`config.mk`:
```
export PLATFORM = sky130hd
export DESIGN_NAME = uart_reg_bridge
export DESIGN_NICKNAME = d
export VERILOG_FILES = /design/src/rtl/uart_bridge_pkg.sv /design/src/rtl/uart_resp_tx.sv /design/src/rtl/uart_reg_bridge.sv
export SDC_FILE = /design/constraint.sdc
export NUM_CORES = 1
export LEC_CHECK = 0
export BUFFER_PORTS_ARGS = -buffer_cell sky130_fd_sc_hd__clkbuf_2
export CORE_ASPECT_RATIO = 0.8
export CORE_MARGIN = 3
export CORE_UTILIZATION = 51
export CTS_BUF_LIST = sky130_fd_sc_hd__clkbuf_16
export CTS_CLUSTER_SIZE = 20
export DETAILED_ROUTE_END_ITERATION = 10
export PLACE_DENSITY = 0.78
export SYNTH_ARGS = -nofsm -noshare
export SYNTH_HDL_FRONTEND = slang
export SYNTH_SLANG_ARGS = --single-unit
```
`constraint.sdc`:
```
create_clock -name clk -period 3.76 [get_ports clk]
set_clock_uncertainty 0.15 [all_clocks]
set_input_delay 0.564 -clock clk [delete_from_list [all_inputs] [get_ports clk]]
set_output_delay 0.564 -clock clk [all_outputs]
set_load 0.05 [all_outputs]
```
`src/rtl/uart_bridge_pkg.sv`:
```
`default_nettype none
// ============================================================================
// Module      : uart_bridge_pkg
// Description : Shared constants and state encoding for the UART register
//               bridge: host command bytes, response bytes, FSM states.
// Revision    : 1.0 - initial release
// ============================================================================
package uart_bridge_pkg;

   // Host command bytes
   localparam logic [7:0] C_CMD_WR  = 8'h57;   // 'W'
   localparam logic [7:0] C_CMD_RD  = 8'h52;   // 'R'

   // Response bytes
   localparam logic [7:0] C_RSP_OK  = 8'h4B;   // 'K'
   localparam logic [7:0] C_RSP_ERR = 8'h45;   // 'E'
   localparam logic [7:0] C_RSP_UNK = 8'h3F;   // '?'

   // Bridge states. The top owns IDLE..BUS_RD and uses WAIT_TX to mean
   // "response in progress"; uart_resp_tx walks WAIT_TX/RESP/HOLD itself.
   typedef enum logic [2:0] {
      ST_IDLE    = 3'd0,
      ST_ADDR    = 3'd1,
      ST_DATA    = 3'd2,
      ST_BUS_WR  = 3'd3,
      ST_BUS_RD  = 3'd4,
      ST_WAIT_TX = 3'd5,
      ST_RESP    = 3'd6,
      ST_HOLD    = 3'd7
   } state_t;

endpackage
`default_nettype wire

```
`src/rtl/uart_resp_tx.sv`:
```
`default_nettype none
// ============================================================================
// Module      : uart_resp_tx
// Description : Response sequencer. Buffers a 1- or 4-byte response, waits
//               for the UART TX FIFO to be empty, streams the bytes back to
//               back, then holds 2 cycles to ride out the FIFO flag lag.
// Ports       : clk, reset      - clock, async active-high reset
//               i_load          - one-cycle request to queue a response
//               i_len4          - 1: four bytes, 0: one byte
//               i_bytes         - response bytes, byte 0 in [7:0]
//               i_tx_empty      - UART TX FIFO empty flag
//               o_tx_data/valid - byte write to the UART TX FIFO
//               o_done          - last HOLD cycle, sequencer returns to idle
// Revision    : 1.0 - initial release
// ============================================================================
module uart_resp_tx
   import uart_bridge_pkg::*;
(
   input  logic        clk,
   input  logic        reset,
   input  logic        i_load,
   input  logic        i_len4,
   input  logic [31:0] i_bytes,
   input  logic        i_tx_empty,
   output logic [7:0]  o_tx_data,
   output logic        o_tx_valid,
   output logic        o_done
);

   state_t      r_state;
   logic [31:0] r_buf;
   logic [1:0]  r_rem;       // bytes still to send after the one on the bus
   logic        r_hold;
   logic [7:0]  r_tx_data;
   logic        r_tx_valid;

   always_ff @(posedge clk or posedge reset) begin
      if (reset) begin
         r_state    <= ST_IDLE;
         r_buf      <= '0;
         r_rem      <= '0;
         r_hold     <= 1'b0;
         r_tx_data  <= '0;
         r_tx_valid <= 1'b0;
      end else begin
         case (r_state)
            ST_IDLE: begin
               if (i_load) begin
                  r_buf   <= i_bytes;
                  r_rem   <= i_len4 ? 2'd3 : 2'd0;
                  r_state <= ST_WAIT_TX;
               end
            end
            ST_WAIT_TX: begin
               if (i_tx_empty) begin
                  r_tx_data  <= r_buf[7:0];
                  r_tx_valid <= 1'b1;
                  r_buf      <= {8'h00, r_buf[31:8]};
                  r_state    <= ST_RESP;
               end
            end
            ST_RESP: begin
               if (r_rem == 2'd0) begin
                  r_tx_valid <= 1'b0;
                  r_hold     <= 1'b0;
                  r_state    <= ST_HOLD;
               end else begin
                  r_tx_data <= r_buf[7:0];
                  r_buf     <= {8'h00, r_buf[31:8]};
                  r_rem     <= r_rem - 2'd1;
               end
            end
            ST_HOLD: begin
               // Fixed two cycles; i_tx_empty may still show the old value.
               if (r_hold) begin
                  r_state <= ST_IDLE;
               end else begin
                  r_hold <= 1'b1;
               end
            end
            default: r_state <= ST_IDLE;
         endcase
      end
   end

   assign o_tx_data  = r_tx_data;
   assign o_tx_valid = r_tx_valid;
   assign o_done     = (r_state == ST_HOLD) && r_hold;

endmodule
`default_nettype wire

```
`src/rtl/uart_reg_bridge.sv`:
```
`default_nettype none
// ============================================================================
// Module      : uart_reg_bridge
// Description : Decodes 'W'/'R' command packets from the UART receiver,
//               performs 32-bit register writes/reads on the internal bus
//               and queues the response to the UART transmitter.
// Ports       : clk, reset            - clock, async active-high reset
//               i_rx_data/i_rx_valid  - received byte strobe
//               o_tx_data/o_tx_valid  - response byte write strobe
//               i_tx_empty            - TX FIFO empty flag
//               o_addr/o_wdata        - register address / write data
//               o_we/o_re             - one-cycle bus strobes
//               i_rdata/i_rvalid      - read return
//               o_busy                - not IDLE
//               o_overrun             - sticky dropped-byte flag
// Revision    : 1.0 - initial release
// ============================================================================
module uart_reg_bridge
   import uart_bridge_pkg::*;
#(
   parameter logic [15:0] TIMEOUT    = 16'd50000,
   parameter logic [7:0]  RD_TIMEOUT = 8'd64
) (
   input  logic        clk,
   input  logic        reset,
   input  logic [7:0]  i_rx_data,
   input  logic        i_rx_valid,
   output logic [7:0]  o_tx_data,
   output logic        o_tx_valid,
   input  logic        i_tx_empty,
   output logic [7:0]  o_addr,
   output logic [31:0] o_wdata,
   output logic        o_we,
   output logic        o_re,
   input  logic [31:0] i_rdata,
   input  logic        i_rvalid,
   output logic        o_busy,
   output logic        o_overrun
);

   state_t      r_state;
   logic [7:0]  r_cmd;
   logic [1:0]  r_idx;
   logic [15:0] r_to_cnt;
   logic [7:0]  r_rd_cnt;
   logic [7:0]  r_addr;
   logic [31:0] r_wdata;
   logic        r_we;
   logic        r_re;
   logic        r_overrun;

   logic        w_is_cmd;
   logic        w_load;
   logic        w_len4;
   logic [31:0] w_bytes;
   logic        w_tx_done;

   assign w_is_cmd = (i_rx_data == C_CMD_WR) || (i_rx_data == C_CMD_RD);

   // Response request, raised on the same cycle the FSM moves to WAIT_TX.
   always_comb begin
      w_load  = 1'b0;
      w_len4  = 1'b0;
      w_bytes = {24'h0, C_RSP_UNK};
      case (r_state)
         ST_IDLE: begin
            if (i_rx_valid && !w_is_cmd) begin
               w_load = 1'b1;
            end
         end
         ST_BUS_WR: begin
            w_load  = 1'b1;
            w_bytes = {24'h0, C_RSP_OK};
         end
         ST_BUS_RD: begin
            // r_re marks the strobe cycle, where i_rvalid is not yet valid.
            // Data beats the timeout when both land on the same cycle.
            if (!r_re && i_rvalid) begin
               w_load  = 1'b1;
               w_len4  = 1'b1;
               w_bytes = i_rdata;
            end else if (r_rd_cnt == RD_TIMEOUT) begin
               w_load  = 1'b1;
               w_bytes = {24'h0, C_RSP_ERR};
            end
         end
         default: ;
      endcase
   end

   always_ff @(posedge clk or posedge reset) begin
      if (reset) begin
         r_state  <= ST_IDLE;
         r_cmd    <= '0;
         r_idx    <= '0;
         r_to_cnt <= '0;
         r_rd_cnt <= '0;
         r_addr   <= '0;
         r_wdata  <= '0;
         r_we     <= 1'b0;
         r_re     <= 1'b0;
      end else begin
         case (r_state)
            ST_IDLE: begin
               if (i_rx_valid) begin
                  if (w_is_cmd) begin
                     r_cmd    <= i_rx_data;
                     r_to_cnt <= '0;
                     r_state  <= ST_ADDR;
                  end else begin
                     r_state <= ST_WAIT_TX;
                  end
               end
            end
            ST_ADDR: begin
               if (i_rx_valid) begin
                  r_addr   <= i_rx_data;
                  r_to_cnt <= '0;
                  if (r_cmd == C_CMD_WR) begin
                     r_idx   <= '0;
                     r_state <= ST_DATA;
                  end else begin
                     r_re     <= 1'b1;
                     r_rd_cnt <= '0;
                     r_state  <= ST_BUS_RD;
                  end
               end else if (r_to_cnt == TIMEOUT) begin
                  r_state <= ST_IDLE;
               end else begin
                  r_to_cnt <= r_to_cnt + 16'd1;
               end
            end
            ST_DATA: begin
               if (i_rx_valid) begin
                  r_wdata[{r_idx, 3'b000} +: 8] <= i_rx_data;
                  r_to_cnt <= '0;
                  if (r_idx == 2'd3) begin
                     r_we    <= 1'b1;
                     r_state <= ST_BUS_WR;
                  end else begin
                     r_idx <= r_idx + 2'd1;
                  end
               end else if (r_to_cnt == TIMEOUT) begin
                  r_state <= ST_IDLE;
               end else begin
                  r_to_cnt <= r_to_cnt + 16'd1;
               end
            end
            ST_BUS_WR: begin
               r_we    <= 1'b0;
               r_state <= ST_WAIT_TX;
            end
            ST_BUS_RD: begin
               r_re     <= 1'b0;
               r_rd_cnt <= r_rd_cnt + 8'd1;
               if (w_load) begin
                  r_state <= ST_WAIT_TX;
               end
            end
            ST_WAIT_TX: begin
               // Covers WAIT_TX, RESP and HOLD inside uart_resp_tx.
               if (w_tx_done) begin
                  r_state <= ST_IDLE;
               end
            end
            default: r_state <= ST_IDLE;
         endcase
      end
   end

   always_ff @(posedge clk or posedge reset) begin
      if (reset) begin
         r_overrun <= 1'b0;
      end else if (i_rx_valid && (r_state == ST_BUS_WR || r_state == ST_BUS_RD ||
                                  r_state == ST_WAIT_TX)) begin
         r_overrun <= 1'b1;
      end
   end

   uart_resp_tx u_resp_tx (
      .clk        (clk),
      .reset      (reset),
      .i_load     (w_load),
      .i_len4     (w_len4),
      .i_bytes    (w_bytes),
      .i_tx_empty (i_tx_empty),
      .o_tx_data  (o_tx_data),
      .o_tx_valid (o_tx_valid),
      .o_done     (w_tx_done)
   );

   assign o_addr    = r_addr;
   assign o_wdata   = r_wdata;
   assign o_we      = r_we;
   assign o_re      = r_re;
   assign o_busy    = (r_state != ST_IDLE);
   assign o_overrun = r_overrun;

endmodule
`default_nettype wire

```
# == Word-level counts from Yosys, hierarchy flattened ==
# Cells that the tools add are included.
# totals
regBits,127
input_bits,45
out_inout_bits,53
word_cells,148
# op_classes
n_addsub,5
n_eq_ne,31
n_shift,2
mux,58
n_reduce_logical,36
# ops
operator,n
$mux W32,4
$pmux W32 S3,1
$mux W16,4
$pmux W32 S2,1
$mux W3,12
$bwmux W32,1
$eq A8 B7 Y1 const B,4
$mux W8,4
$pmux W16 S2,1
$pmux W8 S2,2
$shift A8 B7 Y32 const A,1
$shiftx A8 B7 Y32,1
$ne A2 B2 Y1 const B,10
$pmux W3 S6,1
$reduce_and A3 Y1,6
$add A16 B1 Y16 const B,1
$eq A16 B16 Y1 const B,1
$reduce_and A4 Y1,4
$eq A3 B3 Y1 const B,5
$mux W2,7
$reduce_bool A2 Y1,7
$pmux W3 S4,1
$mux W1,11
$ne A2 B1 Y1 const B,5
other kinds (21),37

# == Longest topological paths before layout ==
# logic_depth
depth_word,8
mapped_depth,9
ltp_nobuf,7

# == Cells and area by module ==
# From an unflattened synthesis, not the netlist that was laid out.
# unflattened
hier_cells,685
hier_area_um2,6456.2
# by_module_without_submodules
mod,n_inst,cells_each,area_each_um2,seq_area_each_um2
uart_reg_bridge,1,438,4057.6,2001.9
uart_resp_tx,1,247,2398.6,1176.1

# == Worst setup path after synthesis ==
# No wires, ideal clock.
# synth_timing
kind,register -> register
startpoint,"register r_re, in the netlist o_re"
endpoint,register u_resp_tx.r_buf[14]
setup_time_ns,0.128
arrival_time_ns,2.261
required_ns,3.482
setup_slack_ns,1.221
stages_incl_launch_ff,8
path_buffers,2
synth_period_minus_slack_ns,2.539
path_cell_list,dfrtp_1 > nor2b_1 > clkbuf_1 > a311oi_4 > nor3b_2 > a311oi_4 > buf_6 > mux2_1
# synth_between
elab_chain_len,6
elab_cells_between_ends,10
classes_between,1 x eq/ne; 6 x mux; 3 x reduce/logical
# synth_rtl
item,line,source
"start, declared",uart_reg_bridge.sv:49,logic r_re;
"start signal, assigned",uart_reg_bridge.sv:101,r_re <= 1'b0;
"start signal, assigned",uart_reg_bridge.sv:123,r_re <= 1'b1;
"start signal, assigned",uart_reg_bridge.sv:154,r_re <= 1'b0;
$logic_not A1 Y1 *,uart_reg_bridge.sv:78,if (!r_re && i_rvalid) begin
$logic_and A1 B1 Y1 *,uart_reg_bridge.sv:78,
$mux W1 / $mux W32 (equally long branches),uart_reg_bridge.sv:78,
$pmux W1 S3 / $pmux W32 S2 (equally long branches),uart_reg_bridge.sv:65,case (r_state)
$ne A2 B1 Y1 (no line) / $mux W32 (equally long branches),-,
$reduce_and A4 Y1 (no line) / $pmux W32 S3 (equally long branches),-,
"end signal, assigned",uart_resp_tx.sv:49,r_buf <= i_bytes;
"end signal, assigned",uart_resp_tx.sv:58,"r_buf <= {8'h00, r_buf[31:8]};"
"end signal, assigned",uart_resp_tx.sv:69,"r_buf <= {8'h00, r_buf[31:8]};"
"end, declared",uart_resp_tx.sv:31,logic [31:0] r_buf;
# Mark *: on every way between the ends. The rest lies on a longest branch, timed or not. The select of a mux whose other input is x is not followed.
# A chain may end at the register's enable or synchronous reset.

# == Worst setup path in the final report ==
# layout_timing
startpoint,register r_state[1]
endpoint,register u_resp_tx.r_buf[15]
# layout_between
elab_chain_len,4
elab_cells_between_ends,9
classes_between,3 x eq/ne; 4 x mux; 2 x reduce/logical
# layout_rtl
item,line,source
"start, declared",uart_reg_bridge.sv:41,state_t r_state;
"start signal, assigned",uart_reg_bridge.sv:93,r_state <= ST_IDLE;
"start signal, assigned",uart_reg_bridge.sv:109,r_state <= ST_ADDR;
"start signal, assigned",uart_reg_bridge.sv:111,r_state <= ST_WAIT_TX;
$eq A3 B3 Y1 (tied with other cells),uart_reg_bridge.sv:65,
$pmux W1 S3 / $pmux W32 S2 (equally long branches),uart_reg_bridge.sv:65,
$ne A2 B1 Y1 (no line) / $mux W32 (equally long branches),-,
$reduce_and A4 Y1 (no line) / $pmux W32 S3 (equally long branches),-,
# Parallel ways exist; a longest one is shown, timed or not. The select of a mux whose other input is x is not followed.

==> impl_metrics.yaml <==
logic_synthesis:
  synthTopCellsByCount: "dfrtp_1 (127), nand2_1 (103), o21ai_0 (55), nor2_1 (27), inv_1 (24)"
  synth_edf_count: 0
  ys.flop_type: "dfrtp_1"
  synth_area_per_cell_um2: 10.2
  syn-cell-area_um2: 6210
  synth_top_area_share_pct: 51.1
  synth_area_leaders: "dfrtp_1 (51%), nand2_1 (6.2%), o21ai_0 (4.4%)"
  async_flop_share_pct: 100
  yosysTopAreaCell: "dfrtp_1"
  syn_inst: 607
  yosysMostFrequentCell: "dfrtp_1"
  ys_warn_count: 0
  ys_seq_elements: 127
  ys_seq_area_share_pct: 51.1
  synth_fp_nets: 663
  synth_cell_type_count: 55
global_routing:
  gr-total-overflow: 0
  grt_antenna_before_repair: 0
  grt_pass1_vias: 4969
  grt_pass1_wl_um: 24700
  grt_max_degree: 63
  grtUsageTotal_pct: 22.7
finish:
  final_nets: 756
  fin_area_um2: 7350
  seq_area_um2: 3180
  utilization_pct: 62.9
  area_delta_synth_final_pct: 18.3
  fill_cells: 888
  drive_gt1_share_pct: 23.1
  num_antenna_cells: 0
  multi_input_area_um2: 2800
critical_path:
  critical_path_required_ns: 3.89
  start_kind: "flip-flop"
  crit_slowest_cell: "dfrtp_1"
  worst-path-max-fanout: 32
  regToRegEndpoint: "u_resp_tx.r_buf[15]"
  crit_top_cell: "a311oi_4"
  end_kind: "flip-flop"
  r2r_setup_slack_ns: 1.00
  cp_cell_sequence: "and3b_1 -> a311oi_4 -> nor3b_2 -> a311oi_4 -> buf_4 -> mux2_1"
  max_stage_delay_ns: 0.55
  crit_buf_inv: 1
  path_class: "flip-flop to flip-flop"
  r2r_start: "r_state[1]"
  cp_top_family: "compound AO/OA/AOI/OAI gates"
  critPathArrivalTime_ns: 2.89
  ff2ff_path_depth: 6
placed_design:
  place_area_um2: 6800
  io_buffer_count: 97
  dpl.hpwl_um: 10100
  gp_congestion: 0.845
floorplan:
  die_w_um: 129
  rows: 35
  die_area_um2: 13600
  start_util_pct: 53.1
  design.portCount: 98
  core_um2: 11700
  chipHeight_um: 105
clock_tree:
  clkTransAtPathRegs_ns: 0.06
  cts.sinks: 127
  cts_buffers: 17
  cts_setup_buffers: 0
  hold_buffers: 0
  htreeDepth: 4
  clockRootBuffer: "clkbuf_16"
  clock_path_buffers: 2
  clk_latency_ns: 0.42
  cts_tree: "built"
  cts_resized: 0
power_and_ir_drop:
  seq_power_share_pct: 40.8
  p_per_area_nw_per_um2: 610
  p_sw_mw: 1.61
  leakage_nw: 3.50
  clockPowerShare_pct: 34.0
  vdd_ir_drop_max_mv: 0.398
  internal_power_mw: 2.87
  switching_share_pct: 36.0
  combinationalPowerShare_pct: 25.1
  totalPowerFinal_mw: 4.48
sta:
  setup_tns_ns: 0
  hold_slack_ns: 0.179
  rsz0062_at_grt: "no"
  final-setup-viol-count: 0
  hold_viol_final: 0
  period_share_pct: 73.3
  tightestPinTransition_ns: 0.984
  slew_violations: 0
  max_freq_mhz: 363
  min_period_ns: 2.76
  slew_headroom_pct: 34.3
route:
  drt-pass1-iter-count: 5
  drt_wl_total_um: 14800
  drc: 0
  drtIter0Drc: 508
  wire_per_inst_um: 17.2
  drt-vias-per-instance: 5.82
  vias: 5010
  ant_nets: 0
status:
  run_status: "finished clean"
job:
  maxCapViolations: 0
worst_hold_path:
  hold_path.class: "input port to async pin"
## how the worst max path moves through the flow
stage / startpoint / depth (start not counted) / slack [ns] / end
detailed placement: i_rx_data[5] / 6 / 0.94 / u_resp_tx.r_buf[15]
CTS: r_state[1] / 6 / 1.05 / u_resp_tx.r_buf[15]
finish: r_state[1] / 6 / 1.00 / u_resp_tx.r_buf[15]
global placement: i_rx_data[5] / 6 / 1.00 / u_resp_tx.r_buf[12]
global route: r_state[1] / 6 / 0.92 / u_resp_tx.r_buf[15]
floorplan: o_re / 7 / 1.22 / u_resp_tx.r_buf[14]
## power by group through the flow
stage | clock network [mW] | registers (mW) | logic [mW]
after floorplan | 0 | 1.98 | 0.677
after global placement | 0 | 1.82 | 1.07
after detailed placement | 0 | 1.84 | 1.11
after CTS | 1.54 | 1.82 | 1.13
after global routing | 1.61 | 1.86 | 1.22
final | 1.52 | 1.83 | 1.13
## worst register-to-register path, cell delays in order (launching register included)
cell and delay [ns]:
dfrtp_1 0.55, and3b_1 0.37, a311oi_4 0.29, nor3b_2 0.13, a311oi_4 0.27, buf_4 0.44
mux2_1 0.44
## flip-flops by register name, summed over array words and instances, names as in the netlist
| name | count |
|---|---|
| o_overrun | 1 |
| u_resp_tx.o_tx_valid | 1 |
| r_to_cnt | 16 |
| r_state | 3 |
| u_resp_tx.r_hold | 1 |
| o_we | 1 |
| u_resp_tx.r_state | 3 |
| o_wdata | 32 |
| u_resp_tx.r_rem | 2 |
| r_cmd | 8 |
| u_resp_tx.r_buf | 32 |
| u_resp_tx.o_tx_data | 8 |
| o_addr | 8 |
| r_rd_cnt | 8 |
| r_idx | 2 |
| o_re | 1 |
## layout make-up
cell class	instances	area share [%]
clock inverter	15	1.70
timing repair buffer	103	7.39
tap	148	2.52
sequential	127	43.2
inverter	24	1.28
multi-input combinational	427	38.1
clock buffer	17	5.79
## stage by stage
step                      instances  setup slack, ns
after global placement          829             1.00
after floorplan                 607             1.22
final                           861             1.00
after detailed placement        829            0.943
after CTS                       861             1.05
after global routing            861            0.921
## routing by layer
layer	wire length [um]	global-route usage, %	up-vias
li1	-	-	2356
met1	6720	32.5	2445
met2	7050	34.8	184
met3	767	4.91	25
met4	228	6.45	0
met5	0	0	-
## placed cells by master, fill, tap and decap left out, types with 11 or more instances in the layout
master	count
mux2_1	22
a22o_1	20
mux2_2	20
nand3_1	16
nor2_1	27
clkbuf_2	97
inv_1	23
a21oi_1	22
nand2_1	103
clkbuf_16	17
dfrtp_1	127
ha_1	11
o21ai_0	55
## cell families (layout without fill, tap and decap cells)
family | count (synthesis) | count (layout) | share of synthesized area, %
AND/OR/NAND/NOR | 222 | 222 | 18.2
flip-flops | 127 | 127 | 51.1
buffers and inverters | 53 | 159 | 3.79
adder cells (fa/ha/maj) | 11 | 11 | 2.22
AO/OA/AOI/OAI | 141 | 141 | 15.3
XOR/XNOR | 2 | 2 | 0.282
multiplexers | 51 | 51 | 9.06
No activity file was read; power rests on OpenSTA's default activity.
